===== config.mk =====
export PLATFORM = sky130hd
export DESIGN_NAME = aes_round_sched_flat
export DESIGN_NICKNAME = d
export VERILOG_FILES = /design/src/rtl/aes_ctrl_pkg.sv /design/src/rtl/aes_round_sched_if.sv /design/src/rtl/aes_rcon_rom.sv /design/src/rtl/aes_round_sched.sv /design/src/flat_wrapper.sv
export SDC_FILE = /design/constraint.sdc
export NUM_CORES = 1
export LEC_CHECK = 0
export ABC_AREA = 1
export CAP_MARGIN = 20
export CORE_UTILIZATION = 49
export CTS_CLUSTER_SIZE = 24
export DETAILED_ROUTE_END_ITERATION = 12
export PLACE_DENSITY_LB_ADDON = 0.1
export SLEW_MARGIN = 20
export SYNTH_ARGS = -nofsm -noshare
export SYNTH_HDL_FRONTEND = slang
export SYNTH_HIERARCHICAL = 1
export SYNTH_SLANG_ARGS = --single-unit

===== constraint.sdc =====
create_clock -name clock -period 5.09 [get_ports clock]
set_input_delay 0.509 -clock clock [delete_from_list [all_inputs] [get_ports clock]]
set_output_delay 0.509 -clock clock [all_outputs]
set_load 0.02 [all_outputs]

===== src/rtl/aes_ctrl_pkg.sv =====
// Shared constants and types for the AES round-scheduling controller.
package aes_ctrl_pkg;

    localparam int unsigned NR_AES128 = 10;
    localparam int unsigned RND_W     = 4;

    typedef struct packed {
        logic             occ;
        logic [RND_W-1:0] rnd;
    } slot_t;

    // Indexed directly by the 4-bit round number; 0 and 11..15 yield 00.
    localparam logic [7:0] RCON_TAB [16] = '{
        8'h00, 8'h01, 8'h02, 8'h04, 8'h08, 8'h10, 8'h20, 8'h40,
        8'h80, 8'h1B, 8'h36, 8'h00, 8'h00, 8'h00, 8'h00, 8'h00
    };

endpackage


===== src/rtl/aes_round_sched_if.sv =====
// Handshake and datapath-control signals between the round scheduler and the AES datapath.
interface aes_round_sched_if;

    logic       in_valid;
    logic       in_ready;
    logic       ld_sel;
    logic       empty_in;
    logic [7:0] Rcon_in;
    logic       last_rnd;
    logic       empty;
    logic       out_valid;
    logic       busy;
    logic       err;

    modport master (
        input  in_valid, empty,
        output in_ready, ld_sel, empty_in, Rcon_in, last_rnd, out_valid, busy, err
    );

    modport slave (
        output in_valid, empty,
        input  in_ready, ld_sel, empty_in, Rcon_in, last_rnd, out_valid, busy, err
    );

endinterface


===== src/rtl/aes_rcon_rom.sv =====
// Combinational AES round-constant lookup.
module aes_rcon_rom
    import aes_ctrl_pkg::*;
(
    input  logic [RND_W-1:0] i_rnd,
    output logic [7:0]       o_rcon
);

    assign o_rcon = RCON_TAB[i_rnd];

endmodule


===== src/rtl/aes_round_sched.sv =====
// Round scheduler for a LAT-deep iterative AES pipeline: a ring of slot records tracks
// which pipeline slot holds which round, deciding recirculate / complete / inject / bubble.
module aes_round_sched
    import aes_ctrl_pkg::*;
#(
    parameter int unsigned LAT = 2,
    parameter int unsigned NR  = NR_AES128
) (
    input logic              clock,
    input logic              reset_n,
    aes_round_sched_if.master bus
);

    localparam logic [RND_W-1:0] LastRnd = RND_W'(NR);

    slot_t          r_ring [LAT];
    logic [LAT-1:0] r_warm;
    logic           r_err;

    slot_t      w_tail;
    slot_t      w_next;
    logic       w_done;
    logic       w_recirc;
    logic       w_in_ready;
    logic       w_ld_sel;
    logic       w_empty_in;
    logic       w_out_valid;
    logic       w_busy;
    logic [7:0] w_rcon;

    assign w_tail   = r_ring[LAT-1];
    assign w_done   = w_tail.occ && (w_tail.rnd == LastRnd);
    assign w_recirc = w_tail.occ && !w_done;

    // A completing slot is free for injection in the same cycle.
    always_comb begin
        w_in_ready  = 1'b0;
        w_ld_sel    = 1'b0;
        w_empty_in  = 1'b1;
        w_out_valid = 1'b0;
        w_next      = '0;
        if (reset_n) begin
            w_out_valid = w_done;
            if (w_recirc) begin
                w_empty_in = 1'b0;
                w_next.occ = 1'b1;
                w_next.rnd = w_tail.rnd + RND_W'(1);
            end else begin
                w_in_ready = 1'b1;
                if (bus.in_valid) begin
                    w_ld_sel   = 1'b1;
                    w_empty_in = 1'b0;
                    w_next.occ = 1'b1;
                    w_next.rnd = RND_W'(1);
                end
            end
        end
    end

    always_comb begin
        w_busy = 1'b0;
        for (int i = 0; i < LAT; i++) begin
            w_busy = w_busy | r_ring[i].occ;
        end
    end

    aes_rcon_rom u_rcon_rom (
        .i_rnd  (w_next.rnd),
        .o_rcon (w_rcon)
    );

    // r_warm fills with ones after release so the datapath's stale empty flags are ignored.
    always_ff @(posedge clock) begin
        if (!reset_n) begin
            for (int i = 0; i < LAT; i++) begin
                r_ring[i] <= '0;
            end
            r_warm <= '0;
            r_err  <= 1'b0;
        end else begin
            r_ring[0] <= w_next;
            for (int i = 1; i < LAT; i++) begin
                r_ring[i] <= r_ring[i-1];
            end
            r_warm[0] <= 1'b1;
            for (int i = 1; i < LAT; i++) begin
                r_warm[i] <= r_warm[i-1];
            end
            if (r_warm[LAT-1] && (bus.empty != !w_tail.occ)) begin
                r_err <= 1'b1;
            end
        end
    end

    assign bus.in_ready  = w_in_ready;
    assign bus.ld_sel    = w_ld_sel;
    assign bus.empty_in  = w_empty_in;
    assign bus.Rcon_in   = w_rcon;
    assign bus.last_rnd  = w_next.occ && (w_next.rnd == LastRnd);
    assign bus.out_valid = w_out_valid;
    assign bus.busy      = reset_n && w_busy;
    assign bus.err       = r_err;

endmodule

===== src/flat_wrapper.sv =====
// flat-port wrapper written by rule: the top's interface ports become plain ports
module aes_round_sched_flat import aes_ctrl_pkg::*;
#(
    parameter int unsigned LAT = 2,
    parameter int unsigned NR  = NR_AES128
)
  (clock, reset_n, bus_in_valid, bus_empty, bus_in_ready, bus_ld_sel, bus_empty_in, bus_Rcon_in, bus_last_rnd, bus_out_valid, bus_busy, bus_err);
  aes_round_sched_if bus_i ();
  input logic clock;
  input logic reset_n;
  input wire logic [$bits(bus_i.in_valid)-1:0] bus_in_valid;
  input wire logic [$bits(bus_i.empty)-1:0] bus_empty;
  output wire logic [$bits(bus_i.in_ready)-1:0] bus_in_ready;
  output wire logic [$bits(bus_i.ld_sel)-1:0] bus_ld_sel;
  output wire logic [$bits(bus_i.empty_in)-1:0] bus_empty_in;
  output wire logic [$bits(bus_i.Rcon_in)-1:0] bus_Rcon_in;
  output wire logic [$bits(bus_i.last_rnd)-1:0] bus_last_rnd;
  output wire logic [$bits(bus_i.out_valid)-1:0] bus_out_valid;
  output wire logic [$bits(bus_i.busy)-1:0] bus_busy;
  output wire logic [$bits(bus_i.err)-1:0] bus_err;
  assign bus_i.in_valid = bus_in_valid;
  assign bus_i.empty = bus_empty;
  assign bus_in_ready = bus_i.in_ready;
  assign bus_ld_sel = bus_i.ld_sel;
  assign bus_empty_in = bus_i.empty_in;
  assign bus_Rcon_in = bus_i.Rcon_in;
  assign bus_last_rnd = bus_i.last_rnd;
  assign bus_out_valid = bus_i.out_valid;
  assign bus_busy = bus_i.busy;
  assign bus_err = bus_i.err;
  aes_round_sched #(.LAT(LAT), .NR(NR)) u_core (.clock(clock), .reset_n(reset_n), .bus(bus_i));
endmodule

==> impl_metrics.env <==
export IMPL_drtPass1Iterations=4
export IMPL_diodes=0
export IMPL_critPathCaptureType="output port"
export IMPL_post_route_drc_count=0
export IMPL_postRouteAntennaNets=0
export IMPL_drt_wl_total_mm=1.35
export IMPL_status="completed"
export IMPL_worstPathMaxFanout=11
export IMPL_synth_largest_area_cell="dfxtp_1"
export IMPL_synth_main_ff_cell="dfxtp_1"
export IMPL_syn_area_per_cell_um2=6.94
export IMPL_power_density_nw_per_um2=213
export IMPL_nFillCells=113
export IMPL_ys_types=14
export IMPL_worst_slew_pin_slew_ns=0.463
export IMPL_ys_seq_area_frac=0.367
export IMPL_cts_setup_buffers=0
export IMPL_synthesis_area_um2=708
export IMPL_synth_seq_cells=13
export IMPL_critPathKind="input port to output port"
export IMPL_slowest_stage="clkdlybuf4s50_1"
export IMPL_finalPower_uw=197
export IMPL_dieArea_um2=1600
export IMPL_drt_iter0_drc=9
export IMPL_std_cell_rows=13
export IMPL_crit_path_max_incr_delay_ns=0.67
export IMPL_grt_overflow_total=0
export IMPL_async_flop_share=0
export IMPL_maxSlewHeadroom=0.690
export IMPL_yosys_top_cells_count="nand2_1, inv_1, dfxtp_1"
export IMPL_min_period_ns=3.33
export IMPL_cts_buffer_depth=2
export IMPL_p_leak_nw=0.477
export IMPL_cts_buffers=3
export IMPL_nets=134
export IMPL_finalHoldViolations=0
export IMPL_skew_ns=0.00534
export IMPL_hold_path_class="flip-flop to flip-flop"
export IMPL_syn_nets=112
export IMPL_cts_tree="done"
export IMPL_period_share=0.654
export IMPL_ir_worst_vdd_mv=0.222
export IMPL_grt_pass1_vias=509
export IMPL_antenna_found_initial=0
export IMPL_htree_levels=1
export IMPL_cts_sinks=13
export IMPL_gp_congestion=0.830
export IMPL_synth_edf_count=0
export IMPL_hp_start="u_core/r_warm[0]"
export IMPL_worstSetupStartpoint="reset_n"
export IMPL_synth_most_common_cell="nand2_1"
export IMPL_grt_pass1_wl_mm=2.02
export IMPL_rsz0062_at_grt="false"
export IMPL_path_cells="clkdlybuf4s50_1, nand2_1, nor2_2, inv_2, nor2_1, inv_2, nand3_1, nand2_1, clkdlybuf4s50_1"
export IMPL_die_h_um=40.0
export IMPL_setup_viol=0
export IMPL_maxCapViolCount=0
export IMPL_die_w_um=40.0
export IMPL_cp_start_kind="input port"
export IMPL_r2r_start="u_core/r_ring[0][5]"
export IMPL_start_util=0.538
export IMPL_synthTopCellsByArea="dfxtp_1, nand2_1, ha_1"
export IMPL_dr_total_vias=658
export IMPL_clock_latency_ns=0.27
export IMPL_core_um2=1320
export IMPL_hpwlAfterDp_mm=1.06
export IMPL_cp_required_ns=4.58
export IMPL_viasPerCell=4.77
export IMPL_syn_to_final_growth_pct=30.4
export IMPL_path_clk_slew_ns=0.08
export IMPL_grt_max_degree=12
export IMPL_port_buffers=18
export IMPL_grt_usage=0.199
export IMPL_fmax_mhz=301
export IMPL_wl_per_cell_um=9.76
export IMPL_final_setup_tns_ns=0
export IMPL_yosysWarnings=6
export IMPL_maxSlewViolCount=0
export IMPL_critPathArrivalTime_ns=2.82
export IMPL_cts_resized=0
export IMPL_synth_top_area_frac=0.367
export IMPL_io_pins=19
export IMPL_syn_inst=102
export IMPL_holdBufCountCts=0
export IMPL_drive_gt1_frac=0.106
export IMPL_clockRootBuffer="clkbuf_4"
-- registers in the layout, indices dropped and copies added (netlist names) --
| signal | flops |
|---|---|
| u_core/bus.err | 1 |
| u_core/r_ring | 10 |
| u_core/r_warm | 2 |
-- metrics by stage --
| step | area, um2 | utilization | hold slack (ns) | worst slack (ns) | cells |
|---|---|---|---|---|---|
| finish | 923 | 0.701 | 0.423 | 1.76 | 138 |
| global route | 923 | 0.701 | 0.445 | 1.55 | 138 |
| CTS | 923 | 0.701 | 0.420 | 1.76 | 138 |
| detailed placement | 896 | 0.680 | 0.402 | 1.77 | 134 |
| global placement | 896 | 0.680 | 0.396 | 1.79 | 134 |
| floorplan | 708 | - | 0.390 | 2.97 | 102 |
-- final cells by class --
class | instances | area [um2] | area share
well taps | 15 | 18.8 | 0.0203
clock buffers | 3 | 22.5 | 0.0244
clock inverters | 1 | 5.00 | 0.00542
flip-flops and latches | 13 | 260 | 0.282
multi-input cells | 65 | 350 | 0.379
inverters | 23 | 86.3 | 0.0935
repair buffers | 18 | 180 | 0.195
-- power by group --
part           internal, mW  leakage [nW]  switching (mW)
clock network        0.0291        0.0177          0.0335
logic                0.0121         0.353          0.0148
registers             0.105         0.106         0.00194
total                 0.146         0.477          0.0503
-- cells by family after synthesis --
logic type,Yosys count,share of synthesized area
XOR/XNOR,1,0.0124
flip-flops,13,0.367
AND/OR/NAND/NOR,56,0.362
AO/OA/AOI/OAI,2,0.0141
buffers and inverters,24,0.138
adder cells (fa/ha/maj),6,0.106
-- critical path: cells and delay by family --
family	cells	cell delay (ns)
buf+inv	4	1.40
simple gates	5	0.90
-- worst paths after layout --
| kind | end | slack [ns] | depth (start not counted) |
|---|---|---|---|
| setup / recovery | bus_Rcon_in[1] | 1.76 | 9 |
| hold / removal | u_core/r_warm[1] | 0.42 | 2 |
| setup reg to reg | u_core/r_ring[0][4] | 3.87 | 7 |
| hold reg to reg | u_core/r_warm[1] | 0.42 | 2 |
-- layout by cell type (no fill, tap or decap) --
master           count
a21oi_1              2
clkbuf_4             3
clkdlybuf4s50_1     18
clkinv_2             1
dfxtp_1             13
ha_1                 6
inv_1               20
inv_2                3
nand2_1             27
nand2_2              1
nand3_1              9
nand3_2              4
nand4_1              2
nor2_1              12
nor2_2               1
xnor2_1              1
-- layer usage --
layer / global-route usage / wire length, um
met5: 0 / 0
met4: 0.155 / 38
met3: 0.0500 / 61
met2: 0.298 / 603
met1: 0.239 / 644
Note: power is estimated with default switching activity, not from simulation.
